**config.mk**
```make
export PLATFORM = sky130hd
export DESIGN_NAME = calc3_rr_alu
export DESIGN_NICKNAME = d
export VERILOG_FILES = /design/src/rtl/calc3_rr_alu.sv
export SDC_FILE = /design/constraint.sdc
export NUM_CORES = 2
export LEC_CHECK = 0
export CAP_MARGIN = 20
export CORE_MARGIN = 2
export CORE_UTILIZATION = 25
export CTS_CLUSTER_SIZE = 14
export DETAILED_ROUTE_END_ITERATION = 16
export PLACE_DENSITY_LB_ADDON = 0.08
export SKIP_LAST_GASP = 1
export SYNTH_ARGS = -nofsm -noshare
export SYNTH_HDL_FRONTEND = slang
export SYNTH_SLANG_ARGS = --single-unit
```
**constraint.sdc**
```tcl
create_clock -name c_clk -period 7.3 [get_ports c_clk]
set_input_delay 1.095 -clock c_clk [delete_from_list [all_inputs] [get_ports c_clk]]
set_output_delay 1.095 -clock c_clk [all_outputs]
set_load 0.01 [all_outputs]
```
**src/rtl/calc3_rr_alu.sv**
```systemverilog
// rtl/calc3_rr_alu.sv - NUM_PORTS-port tagged calculator: per-port queues, round-robin arbiter, shared registered ALU
// Two-cycle requests are captured per port, queued, and served one per cycle in round-robin order.
module calc3_rr_alu #(
  parameter int NUM_PORTS  = 4,
  parameter int DATA_W     = 32,
  parameter int TAG_W      = 2,
  parameter int FIFO_DEPTH = 4
) (
  input  logic                          c_clk,
  input  logic                          reset,
  input  logic [NUM_PORTS*4-1:0]        req_cmd_in,
  input  logic [NUM_PORTS*DATA_W-1:0]   req_data_in,
  input  logic [NUM_PORTS*TAG_W-1:0]    req_tag_in,
  output logic [NUM_PORTS-1:0]          req_ready,
  output logic [NUM_PORTS*2-1:0]        out_resp,
  output logic [NUM_PORTS*DATA_W-1:0]   out_data,
  output logic [NUM_PORTS*TAG_W-1:0]    out_tag
);

  localparam int PW = (NUM_PORTS > 1) ? $clog2(NUM_PORTS) : 1;
  localparam int AW = $clog2(FIFO_DEPTH);
  localparam int CW = $clog2(FIFO_DEPTH + 1);
  localparam int SW = $clog2(DATA_W);

  localparam logic [3:0] CMD_ADD = 4'h1;
  localparam logic [3:0] CMD_SUB = 4'h2;
  localparam logic [3:0] CMD_SHL = 4'h5;
  localparam logic [3:0] CMD_SHR = 4'h6;

  localparam logic [1:0] RESP_OK  = 2'd1;
  localparam logic [1:0] RESP_ERR = 2'd2;

  typedef enum logic {
    RX_IDLE = 1'b0,
    RX_OP2  = 1'b1
  } rx_state_t;

  logic [NUM_PORTS-1:0]             not_empty;
  logic [NUM_PORTS-1:0]             pop;
  logic [NUM_PORTS-1:0][3:0]        head_cmd;
  logic [NUM_PORTS-1:0][DATA_W-1:0] head_op1;
  logic [NUM_PORTS-1:0][DATA_W-1:0] head_op2;
  logic [NUM_PORTS-1:0][TAG_W-1:0]  head_tag;

  logic          grant_valid;
  logic [PW-1:0] grant;
  logic [PW-1:0] rr_ptr;
  logic [PW-1:0] rr_next;
  logic [PW-1:0] scan_idx;
  int            scan;

  generate
    for (genvar p = 0; p < NUM_PORTS; p++) begin : g_port
      rx_state_t          state_q, state_d;
      logic [3:0]         cmd_in;
      logic [DATA_W-1:0]  data_in;
      logic [TAG_W-1:0]   tag_in;
      logic [3:0]         cmd_q;
      logic [DATA_W-1:0]  op1_q;
      logic [TAG_W-1:0]   tag_q;
      logic               accept;
      logic               push;
      logic               ready_q;
      logic [3:0]         f_cmd [FIFO_DEPTH];
      logic [DATA_W-1:0]  f_op1 [FIFO_DEPTH];
      logic [DATA_W-1:0]  f_op2 [FIFO_DEPTH];
      logic [TAG_W-1:0]   f_tag [FIFO_DEPTH];
      logic [AW-1:0]      wr_ptr, rd_ptr;
      logic [CW-1:0]      count, count_d;
      logic [CW:0]        occupancy_d;

      assign cmd_in  = req_cmd_in[4*p +: 4];
      assign data_in = req_data_in[DATA_W*p +: DATA_W];
      assign tag_in  = req_tag_in[TAG_W*p +: TAG_W];

      always_comb begin
        state_d = state_q;
        accept  = 1'b0;
        push    = 1'b0;
        case (state_q)
          RX_IDLE: begin
            if (cmd_in != 4'h0 && ready_q) begin
              accept  = 1'b1;
              state_d = RX_OP2;
            end
          end
          RX_OP2: begin
            push    = 1'b1;
            state_d = RX_IDLE;
          end
          default: state_d = RX_IDLE;
        endcase
      end

      always_comb begin
        count_d = count;
        case ({push, pop[p]})
          2'b10:   count_d = count + CW'(1);
          2'b01:   count_d = count - CW'(1);
          default: count_d = count;
        endcase
      end

      // A request sitting in OP2 already owns a slot, so it counts toward occupancy.
      assign occupancy_d = {1'b0, count_d} + {{CW{1'b0}}, (state_d == RX_OP2)};

      always_ff @(posedge c_clk) begin
        if (reset) begin
          state_q <= RX_IDLE;
          cmd_q   <= '0;
          op1_q   <= '0;
          tag_q   <= '0;
          wr_ptr  <= '0;
          rd_ptr  <= '0;
          count   <= '0;
          ready_q <= 1'b0;
        end else begin
          state_q <= state_d;
          if (accept) begin
            cmd_q <= cmd_in;
            op1_q <= data_in;
            tag_q <= tag_in;
          end
          if (push)   wr_ptr <= wr_ptr + AW'(1);
          if (pop[p]) rd_ptr <= rd_ptr + AW'(1);
          count   <= count_d;
          ready_q <= occupancy_d < (CW + 1)'(FIFO_DEPTH);
        end
      end

      always_ff @(posedge c_clk) begin
        if (!reset && push) begin
          f_cmd[wr_ptr] <= cmd_q;
          f_op1[wr_ptr] <= op1_q;
          f_op2[wr_ptr] <= data_in;
          f_tag[wr_ptr] <= tag_q;
        end
      end

      assign req_ready[p] = ready_q;
      assign not_empty[p] = (count != '0);
      assign head_cmd[p]  = f_cmd[rd_ptr];
      assign head_op1[p]  = f_op1[rd_ptr];
      assign head_op2[p]  = f_op2[rd_ptr];
      assign head_tag[p]  = f_tag[rd_ptr];
    end
  endgenerate

  // First non-empty queue at or after rr_ptr, wrapping at NUM_PORTS.
  always_comb begin
    grant_valid = 1'b0;
    grant       = '0;
    pop         = '0;
    scan        = 0;
    scan_idx    = '0;
    for (int i = 0; i < NUM_PORTS; i++) begin
      scan = int'(rr_ptr) + i;
      if (scan >= NUM_PORTS) scan = scan - NUM_PORTS;
      scan_idx = PW'(scan);
      if (!grant_valid && not_empty[scan_idx]) begin
        grant_valid = 1'b1;
        grant       = scan_idx;
      end
    end
    if (grant_valid) pop[grant] = 1'b1;
  end

  always_comb begin
    rr_next = rr_ptr;
    if (grant_valid) begin
      if (grant == PW'(NUM_PORTS - 1)) rr_next = '0;
      else                             rr_next = grant + PW'(1);
    end
  end

  logic [3:0]        alu_cmd;
  logic [DATA_W-1:0] alu_a, alu_b;
  logic [TAG_W-1:0]  alu_tag;
  logic [DATA_W:0]   add_full;
  logic [1:0]        alu_resp;
  logic [DATA_W-1:0] alu_data;

  assign alu_cmd  = head_cmd[grant];
  assign alu_a    = head_op1[grant];
  assign alu_b    = head_op2[grant];
  assign alu_tag  = head_tag[grant];
  assign add_full = {1'b0, alu_a} + {1'b0, alu_b};

  always_comb begin
    alu_resp = RESP_ERR;
    alu_data = '0;
    case (alu_cmd)
      CMD_ADD: begin
        if (!add_full[DATA_W]) begin
          alu_resp = RESP_OK;
          alu_data = add_full[DATA_W-1:0];
        end
      end
      CMD_SUB: begin
        if (alu_b <= alu_a) begin
          alu_resp = RESP_OK;
          alu_data = alu_a - alu_b;
        end
      end
      CMD_SHL: begin
        alu_resp = RESP_OK;
        alu_data = alu_a << alu_b[SW-1:0];
      end
      CMD_SHR: begin
        alu_resp = RESP_OK;
        alu_data = alu_a >> alu_b[SW-1:0];
      end
      default: begin
        alu_resp = RESP_ERR;
        alu_data = '0;
      end
    endcase
  end

  // Responses live for exactly one cycle; every other port reads zero.
  always_ff @(posedge c_clk) begin
    if (reset) begin
      out_resp <= '0;
      out_data <= '0;
      out_tag  <= '0;
      rr_ptr   <= '0;
    end else begin
      out_resp <= '0;
      out_data <= '0;
      out_tag  <= '0;
      rr_ptr   <= rr_next;
      if (grant_valid) begin
        out_resp[2*int'(grant) +: 2]           <= alu_resp;
        out_data[DATA_W*int'(grant) +: DATA_W] <= alu_data;
        out_tag[TAG_W*int'(grant) +: TAG_W]    <= alu_tag;
      end
    end
  end

endmodule

```
==> run metrics <==
gr usage total 0.1822; layout cells sized above 1 0.1731; RePlAce Congestion 0.9214; setup ws final 0.3864 ns; setup TNS 0 ns; FP Rows 181; largest net degree at the start of global routing 65; grt ovf 0; hpwl dp 164100 µm; core area 0.2437 mm²; commonest cells after routing, fill and taps aside 1120 x edfxtp_1, 589 x nand2_1, 334 x dfxtp_1, 323 x a21oi_1, 300 x clkdlybuf4s50_1; Clock Latency Late Sink 0.83 ns; Avg Inst Size Synth 14.35 µm²; Max Slew Vio Count 0; max-cap violations 0; DR WL/cell 28.75 µm; Total Wirelength 231000 µm; Final setup viols 0; CP max FO 51; worst path required time 7.97 ns; Sink Count 1462; die height 499.4 µm; RSZ-0062 raised after global routing no; Worst Skew 0.09849 ns; Die W 499.4 µm; cts repair resizes 0; Fill cells 24383; DRC 0; synth unique cells 96; EDFF count, synth 1120; Yosys top cell area share 0.5483; Worst setup SP type flop; Seq cells post-synth 1462; Post-CTS Setup Bufs 0; CTS root buf clkbuf_16; Cells after Synth 4275; TritonCTS buffer count 173; H-tree Lvls 4; Seq/Total Area, Yosys 0.6599; Worst-path clk slew 0.06 ns; relative slew slack 0.2368; Synth async-reset ratio 0; worst slack at placement 0.4879 ns; Worst Max-Slew Pin Slew 1.145 ns; Final min period 6.914 ns; area growth from synthesis to layout 21.77%; Port Buf Inserts 301; DR vias/cell 4.813; Post-Syn Area 0.06134 mm²; DR pass1 iterations 5; synth top area cells edfxtp_1 55%, dfxtp_1 11%, mux4_2 10%; most common cell after layout, fill and taps aside edfxtp_1; WS Path Type flop to flop; hold-fix buffers at CTS 0; post-route ant nets 0; total die area 0.2494 mm²; vias in the first global route 38759; Final Cycle Share 0.9471; synth warn 0; predominant post-synthesis flop cell edfxtp_1; vias after detailed routing 38660; status finished, final reports clean; syn_nets 4526; type of the worst min-delay path flop to flop; IO Pins 302; Worst setup EP type flop; Net count, final 4923; first-pass GRT wire length 321700 µm; final hold vios 0; initial antenna violation count 23; DR iter-0 viols 3356; f_max 0.1446 GHz; Max clock buf depth 3; Yosys top cell by area edfxtp_1; Critical Path AT 7.58 ns; CTS tree built; initial cell density of the core 0.2517
[cell families (layout without fill, tap and decap cells)]
family / count (synthesis) / count (layout) / synth area share
buffers and inverters: 351 / 900 / 0.02454
and+or+nand+nor: 1174 / 1174 / 0.08459
muxes: 422 / 422 / 0.1264
adders and majority gates: 97 / 97 / 0.02052
xor gates and xnor gates: 33 / 33 / 0.004712
other: 0 / 7 / 0
AOI/OAI and AO/OA: 736 / 736 / 0.07941
DFF: 1462 / 1462 / 0.6599
[routing by layer]
layer	GRT usage	vias up	share of wire
li1	-	17091	-
met4	0.04191	2	0.023
met5	0	-	0.000035
met1	0.2518	20192	0.46
met3	0.02648	279	0.041
met2	0.3011	1096	0.48
[worst paths after layout]
kind	to	slack [ns]	depth (start not counted)	start
worst max register to register	out_data[95]	0.39	21	rr_ptr[1]
worst min-delay path	g_port[3].f_op1[1][2]	0.42	0	g_port[3].op1_q[2]
worst max-delay path	out_data[95]	0.39	21	rr_ptr[1]
worst min register to register	g_port[3].f_op1[1][2]	0.42	0	g_port[3].op1_q[2]
[synth_stat cells (all sizes together) (10+ instances only)]
master	n
nor2	271
a32oi	16
a211oi	35
o211ai	18
nor4	16
o221ai	26
xnor2	18
nand2b	15
a221oi	13
clkbuf	139
o31ai	11
o21a	13
nand2	591
o21ai	75
dfxtp	342
nand3	98
xor2	15
edfxtp	1120
or3	10
nor3	37
a22oi	76
o22ai	13
ha	91
buf	115
mux2i	139
inv	96
nor2b	38
and3	14
a21oi	325
mux4	280
and2	54
or2	10
o21bai	12
[cell type report]
class,count,area (µm²),area share
Multi-Input combinational cell,2462,19470,0.2606
Inverter,97,370.4,0.004958
Antenna cell,7,17.52,0.0002345
Clock inverter,82,917.1,0.01228
Timing Repair Buffer,476,4509,0.06037
Sequential cell,1462,40510,0.5423
Tap cell,3202,4006,0.05363
Clock buffer,245,4901,0.06561
[through the flow]
step | area, µm² | cells | hold slack, ns | utilization
5_1_grt | 74690 | 8028 | 0.4482 | 0.3065
3_5_place_dp | 68860 | 7699 | 0.4853 | 0.2826
4_1_cts | 74680 | 8026 | 0.4071 | 0.3065
2_1_floorplan | 61340 | 4275 | 0.4600 | -
6_report | 74700 | 8033 | 0.4188 | 0.3065
3_3_place_gp | 68830 | 7697 | 0.4831 | 0.2825
[flip-flops by register name (all words and copies together), names as in the netlist, named ones only]
name            flops
g_port.tag_q        8
out_data          128
out_tag             8
g_port.f_cmd       64
g_port.f_op1      512
rr_ptr              2
g_port.f_tag       32
g_port.op1_q      128
g_port.rd_ptr       8
g_port.ready_q      4
g_port.cmd_q       16
g_port.count       12
out_resp            8
g_port.wr_ptr       8
g_port.state_q      4
g_port.f_op2      512
[critical path: stages, from the launching register on]
cell and delay [ns]:
dfxtp_1 0.61, inv_1 0.18, o211ai_1 0.36, a21boi_4 0.15, inv_6 0.40, buf_4 0.34
nand2_1 0.23, a22oi_1 0.61, ha_1 0.47, nor2_1 0.22, a211oi_1 0.10, a21oi_1 0.38
a211oi_1 0.22, buf_4 0.19, a2111oi_0 0.46, buf_4 0.21, o21bai_1 0.12, o311ai_0 0.52
a21oi_1 0.14, a2bb2oi_1 0.20, nor4b_2 0.51, nor2_1 0.08
Power is not shown: default switching activity piles up to over one toggle a cycle in this logic, so the estimate is an artifact.
